===== config.mk =====
export PLATFORM = sky130hd
export DESIGN_NAME = seven_seg_scan_ctrl
export DESIGN_NICKNAME = d
export VERILOG_FILES = /design/src/rtl/seven_seg_scan_ctrl.sv
export SDC_FILE = /design/constraint.sdc
export NUM_CORES = 1
export LEC_CHECK = 0
export ABC_CLOCK_PERIOD_IN_PS = 2050
export CORE_AREA = 5 5 61 90
export DETAILED_ROUTE_END_ITERATION = 7
export DIE_AREA = 0 0 66 95
export SYNTH_ARGS = -nofsm -noshare
export SYNTH_HDL_FRONTEND = slang
export SYNTH_SLANG_ARGS = --single-unit

===== constraint.sdc =====
create_clock -name i_Clk -period 2.05 [get_ports i_Clk]
set_input_delay 0.41 -clock i_Clk [delete_from_list [all_inputs] [get_ports i_Clk]]
set_output_delay 0.41 -clock i_Clk [all_outputs]
set_load 0.005 [all_outputs]

===== src/rtl/seven_seg_scan_ctrl.sv =====
// Time-multiplexed seven-segment scan controller: double-buffered hex value,
// blank-before-digit sequencing, leading-zero blanking and selectable enable polarity.
module seven_seg_scan_ctrl #(
    parameter int NUM_DIGITS    = 2,
    parameter int SCAN_CLKS     = 25000,
    parameter int BLANK_CLKS    = 250,
    parameter bit ACTIVE_LOW_EN = 1'b1
) (
    input  logic                    i_Clk,
    input  logic                    i_Rst,
    input  logic [4*NUM_DIGITS-1:0] i_Value,
    input  logic                    i_Valid,
    output logic                    o_Ready,
    input  logic                    i_LZB,
    output logic [3:0]              o_Nibble,
    output logic [NUM_DIGITS-1:0]   o_Digit_En,
    output logic                    o_Blank,
    output logic                    o_Frame_Done
);

    localparam int IDX_W    = (NUM_DIGITS > 1) ? $clog2(NUM_DIGITS) : 1;
    localparam int MAX_CLKS = (SCAN_CLKS > BLANK_CLKS) ? SCAN_CLKS : BLANK_CLKS;
    localparam int CNT_W    = $clog2(MAX_CLKS + 1);

    localparam logic [IDX_W-1:0]      LAST_IDX   = IDX_W'(NUM_DIGITS - 1);
    localparam logic [CNT_W-1:0]      SCAN_LAST  = CNT_W'(SCAN_CLKS - 1);
    localparam logic [CNT_W-1:0]      BLANK_LAST = CNT_W'(BLANK_CLKS - 1);
    localparam logic [NUM_DIGITS-1:0] EN_IDLE    = {NUM_DIGITS{ACTIVE_LOW_EN}};

    typedef enum logic {
        ST_BLANK = 1'b0,
        ST_SHOW  = 1'b1
    } state_t;

    state_t                  state;
    logic [IDX_W-1:0]        idx;
    logic [CNT_W-1:0]        cnt;
    logic [4*NUM_DIGITS-1:0] display;
    logic [4*NUM_DIGITS-1:0] pending;
    logic                    pending_full;

    state_t                  state_nx;
    logic [IDX_W-1:0]        idx_nx;
    logic [CNT_W-1:0]        cnt_nx;
    logic [4*NUM_DIGITS-1:0] display_nx;
    logic [4*NUM_DIGITS-1:0] pending_nx;
    logic                    full_nx;
    logic                    frame_end;
    logic                    lit_nx;

    function automatic logic [3:0] nibble_at(input logic [4*NUM_DIGITS-1:0] v,
                                             input logic [IDX_W-1:0]        k);
        return v[4*k +: 4];
    endfunction

    // Digit k>0 goes dark when it and every more significant digit are zero.
    function automatic logic is_suppressed(input logic [4*NUM_DIGITS-1:0] v,
                                           input logic [IDX_W-1:0]        k,
                                           input logic                    lzb);
        logic upper_zero;
        upper_zero = 1'b1;
        for (int d = 1; d < NUM_DIGITS; d++) begin
            if (d >= int'(k) && v[4*d +: 4] != 4'h0) upper_zero = 1'b0;
        end
        return lzb && (k != '0) && upper_zero;
    endfunction

    function automatic logic [NUM_DIGITS-1:0] enable_for(input logic [IDX_W-1:0] k);
        logic [NUM_DIGITS-1:0] onehot;
        onehot    = '0;
        onehot[k] = 1'b1;
        return onehot ^ EN_IDLE;
    endfunction

    always_comb begin
        state_nx   = state;
        idx_nx     = idx;
        cnt_nx     = cnt + CNT_W'(1);
        display_nx = display;
        pending_nx = pending;
        full_nx    = pending_full;
        frame_end  = (state == ST_SHOW) && (idx == LAST_IDX) && (cnt == SCAN_LAST);

        case (state)
            ST_BLANK: begin
                if (cnt == BLANK_LAST) begin
                    state_nx = ST_SHOW;
                    cnt_nx   = '0;
                end
            end
            ST_SHOW: begin
                if (cnt == SCAN_LAST) begin
                    state_nx = ST_BLANK;
                    cnt_nx   = '0;
                    idx_nx   = (idx == LAST_IDX) ? '0 : idx + IDX_W'(1);
                end
            end
        endcase

        // Ready is low whenever pending is full, so commit and accept never collide.
        if (frame_end && pending_full) begin
            display_nx = pending;
            full_nx    = 1'b0;
        end
        if (i_Valid && o_Ready) begin
            pending_nx = i_Value;
            full_nx    = 1'b1;
        end

        lit_nx = (state_nx == ST_SHOW) && !is_suppressed(display_nx, idx_nx, i_LZB);
    end

    // Outputs are registered from the next-state values so they line up with the state.
    always_ff @(posedge i_Clk) begin
        if (i_Rst) begin
            state        <= ST_BLANK;
            idx          <= '0;
            cnt          <= '0;
            display      <= '0;
            pending      <= '0;
            pending_full <= 1'b0;
            o_Ready      <= 1'b1;
            o_Nibble     <= 4'h0;
            o_Digit_En   <= EN_IDLE;
            o_Blank      <= 1'b1;
            o_Frame_Done <= 1'b0;
        end else begin
            state        <= state_nx;
            idx          <= idx_nx;
            cnt          <= cnt_nx;
            display      <= display_nx;
            pending      <= pending_nx;
            pending_full <= full_nx;
            o_Ready      <= !full_nx;
            o_Nibble     <= nibble_at(display_nx, idx_nx);
            o_Digit_En   <= lit_nx ? enable_for(idx_nx) : EN_IDLE;
            o_Blank      <= !lit_nx;
            o_Frame_Done <= (state_nx == ST_SHOW) && (idx_nx == LAST_IDX) &&
                            (cnt_nx == SCAN_LAST);
        end
    end

endmodule


==> impl_metrics.tcl <==
set metrics [dict create \
    area_of_the_die_um2 6270 \
    tritoncts.num_buffers 5 \
    top_cells_by_area_synth "sky130_fd_sc_hd__dfxtp_1, sky130_fd_sc_hd__nor2_1, sky130_fd_sc_hd__mux2i_1" \
    grt_start_max_net_pins 17 \
    portion_of_the_clock_cycle_consumed_by_the_worst_path_in_the_final_layout_pct 99.2 \
    die_width_um 66 \
    fillCellCount 468 \
    placementRows 31 \
    cp.required_ps 2230 \
    synth_enable_flop_cells 0 \
    layout-area-overhead-vs-synth_pct 28.3 \
    hold_path.startpoint "pending[0]$_SDFFE_PP0P_" \
    multi_input_comb_area_um2 947 \
    seqCellArea_um2 861 \
    setup_repair_after_global_routing_missed_its_margin "yes" \
    floorplan.io_pins 21 \
    post_synth_most_frequent_cells "sky130_fd_sc_hd__dfxtp_1, sky130_fd_sc_hd__nor2_1, sky130_fd_sc_hd__nand2_1" \
    synth-warning-count 0 \
    post-synth-top-area-cell "sky130_fd_sc_hd__dfxtp_1" \
    dp_worst_setup_slack_ps -15.0 \
    grt_pass1_wl_um 6700 \
    vias 1526 \
    setup.reg_to_reg.worst_slack_ps 20 \
    syn-num-nets 217 \
    synth_seq_cells 43 \
    h-tree-depth 2 \
    run_status "finished, final reports clean" \
    finalInstanceArea_um2 2410 \
    rr_worst_depth 5 \
    first_pass_iters 4 \
    clock-root-buffer "sky130_fd_sc_hd__clkbuf_8" \
    post_synth_num_cell_types 44 \
    arr_time_crit_path_ps 2210 \
    synth_top_area_share_pct 45.7 \
    path_clk_slew_ps 80 \
    clock_latency_ps 290 \
    placed_cells 300 \
    power_density_nw_per_um2 680 \
    initial_core_utilization_pct 40.1 \
    worst_setup_path_start_kind "register" \
    synth.avg_cell_area_um2 9.27 \
    vdd_drop_max_v 0.000477 \
    synthCells 203 \
    rr_endpoint "o_Digit_En[1]$_SDFF_PP1_" \
    antenna_violations_before_repair 0 \
    worst_r2r_startpoint "cnt[9]$_SDFF_PP0_" \
    holdPathEnd "pending[0]$_SDFFE_PP0P_" \
    fin_total_pwr_w 0.00164 \
    core_um2 4690 \
    fin_ws_ps 16.3 \
    tightest_slew_ps 338 \
    antenna-diode-count 0 \
    synthArstFlopShare_pct 0 \
    drt.antenna.violating_nets 0 \
    drc_errors 0 \
    post_cts_hold_buffer_count 0 \
    post_route_cells_drive_above_1_share_pct 18.8 \
    synth_area_um2 1880 \
    cts.sinks 43 \
    dpl_wire_length_um 2860 \
    maxClockFrequency_mhz 492 \
    initialDrtViolationCount 91 \
    worstPathMaxFanout 8 \
    synth_seq_area_share_pct 45.7 \
    tritoncts_clock_tree "done" \
    drt-wirelength-per-cell_um 12.1 \
    primary_ff_master_synth "sky130_fd_sc_hd__dfxtp_1" \
    max_cap_viols 0 \
    post_dp_cell_area_um2 2250 \
    fin_worst_skew_ps 5.14 \
    fin_cells 311 \
    nNetsFinal 258 \
    dieHeight_um 95 \
    timing.slew.headroom_pct 77.3 \
    totalWireLength_um 3750 \
    globalRouteOverflowTotal 0 \
    hold_path_class "reg -> reg" \
    layout_min_cycle_time_ps 2030 \
    worstSetupEndpointType "register" \
    grtUsageTotal_pct 13.8 \
    post-synth-top-count-cell "sky130_fd_sc_hd__dfxtp_1" \
    slew_viol_final 0 \
    vias_in_the_first_global_route 1562 \
    deepest_clock_path_buffer_count 2 \
    gp_congestion 0.845 \
    worstHoldPathCells 2 \
    critical_path_class "reg -> reg" \
    critPathLaunch "cnt[9]$_SDFF_PP0_" \
    io_buffer_count 20 \
    detail_route.vias_per_cell 4.91 \
    final_report_hold_violation_count 0 \
    setup-violations-final 0 \
    power.static_leakage_nw 0.925 \
]
final cells by class:
| class | instances | share of cell area (%) |
|---|---|---|
| Clock inverter | 2 | 1.45 |
| Timing Repair Buffer | 46 | 16.4 |
| Inverter | 3 | 0.466 |
| Sequential cell | 43 | 35.6 |
| Multi-Input combinational cell | 145 | 39.2 |
| Clock buffer | 6 | 3.42 |
| Tap cell | 66 | 3.42 |
flip-flops by register name, indices dropped and copies added, names as in the netlist:
name          cells
o_Blank           1
pending_full      1
display           8
pending           8
idx               1
cnt              15
o_Nibble          4
o_Ready           1
state             1
o_Digit_En        2
o_Frame_Done      1
worst max path at each step:
stage	end	slack, ps	cells past startpoint
5_1_grt	o_Digit_En[1]$_SDFF_PP1_	-90	5
4_1_cts	o_Nibble[3]$_SDFF_PP0_	-5	5
3_3_place_gp	o_Digit_En[1]$_SDFF_PP1_	30	5
2_1_floorplan	o_Digit_En[1]$_SDFF_PP1_	20	6
3_5_place_dp	o_Digit_En[1]$_SDFF_PP1_	-20	5
6_report	o_Digit_En[1]$_SDFF_PP1_	20	5
power breakdown:
group	total, W	internal [W]	switching (W)
clock network	0.000683	0.000394	0.000289
registers	0.000869	0.000852	0.0000168
logic	0.0000903	0.0000479	0.0000424
worst max-delay path: stages, from the launching register on:
cell                       delay, ps
sky130_fd_sc_hd__dfxtp_1         320
sky130_fd_sc_hd__or4_4           550
sky130_fd_sc_hd__nor4_4          340
sky130_fd_sc_hd__and3_4          330
sky130_fd_sc_hd__mux2i_2         260
sky130_fd_sc_hd__o211ai_1        110
cells by family (layout without fill, tap and decap cells):
group	Yosys count	count (layout)	share of synthesized area [%]
AND/OR/NAND/NOR	93	93	25.6
buffers and inverters	15	57	5.72
adder cells (fa/ha/maj)	2	2	1.33
flip-flops	43	43	45.7
AO/OA/AOI/OAI	26	26	9.77
XOR/XNOR	14	14	6.52
multiplexers	10	10	5.32
what timing repair did:
action                     in CTS  in global routing
setup endpoints to repair       3                 13
setup buffers                   2                  1
gates resized for setup         1                  4
pin swaps                       1                  2
per-layer routing:
layer	vias to the layer above	GRT usage (%)	wire length [um]
met5	-	0	0
met4	0	8.31	126
met3	10	2.98	132
met2	27	24.4	1980
met1	704	14.7	1510
li1	785	-	-
through the flow:
stage          utilization [%]  TNS (ps)  hold slack, ps
6_report                  51.5         0             460
5_1_grt                   51.5      -683             500
4_1_cts                   50.8     -6.81             462
3_5_place_dp              47.9     -15.0             451
3_3_place_gp              47.9         0             446
2_1_floorplan                -         0             436
cell usage in the layout (no fill, tap or decap), drive strengths merged, types with 2 or more instances in the layout:
cell           count
nand4              3
nor2b              4
clkbuf             6
o21ai              2
inv                3
dfxtp             43
nor4               4
ha                 2
buf               26
a211oi             5
nand2             18
and2               2
clkdlybuf4s50     20
o31ai              2
and3               5
nor3               2
a21oi              9
nor2              31
xor2               8
xnor2              6
mux2i             10
nand3             16
a32o               2
(Power assumes the default switching activity.)
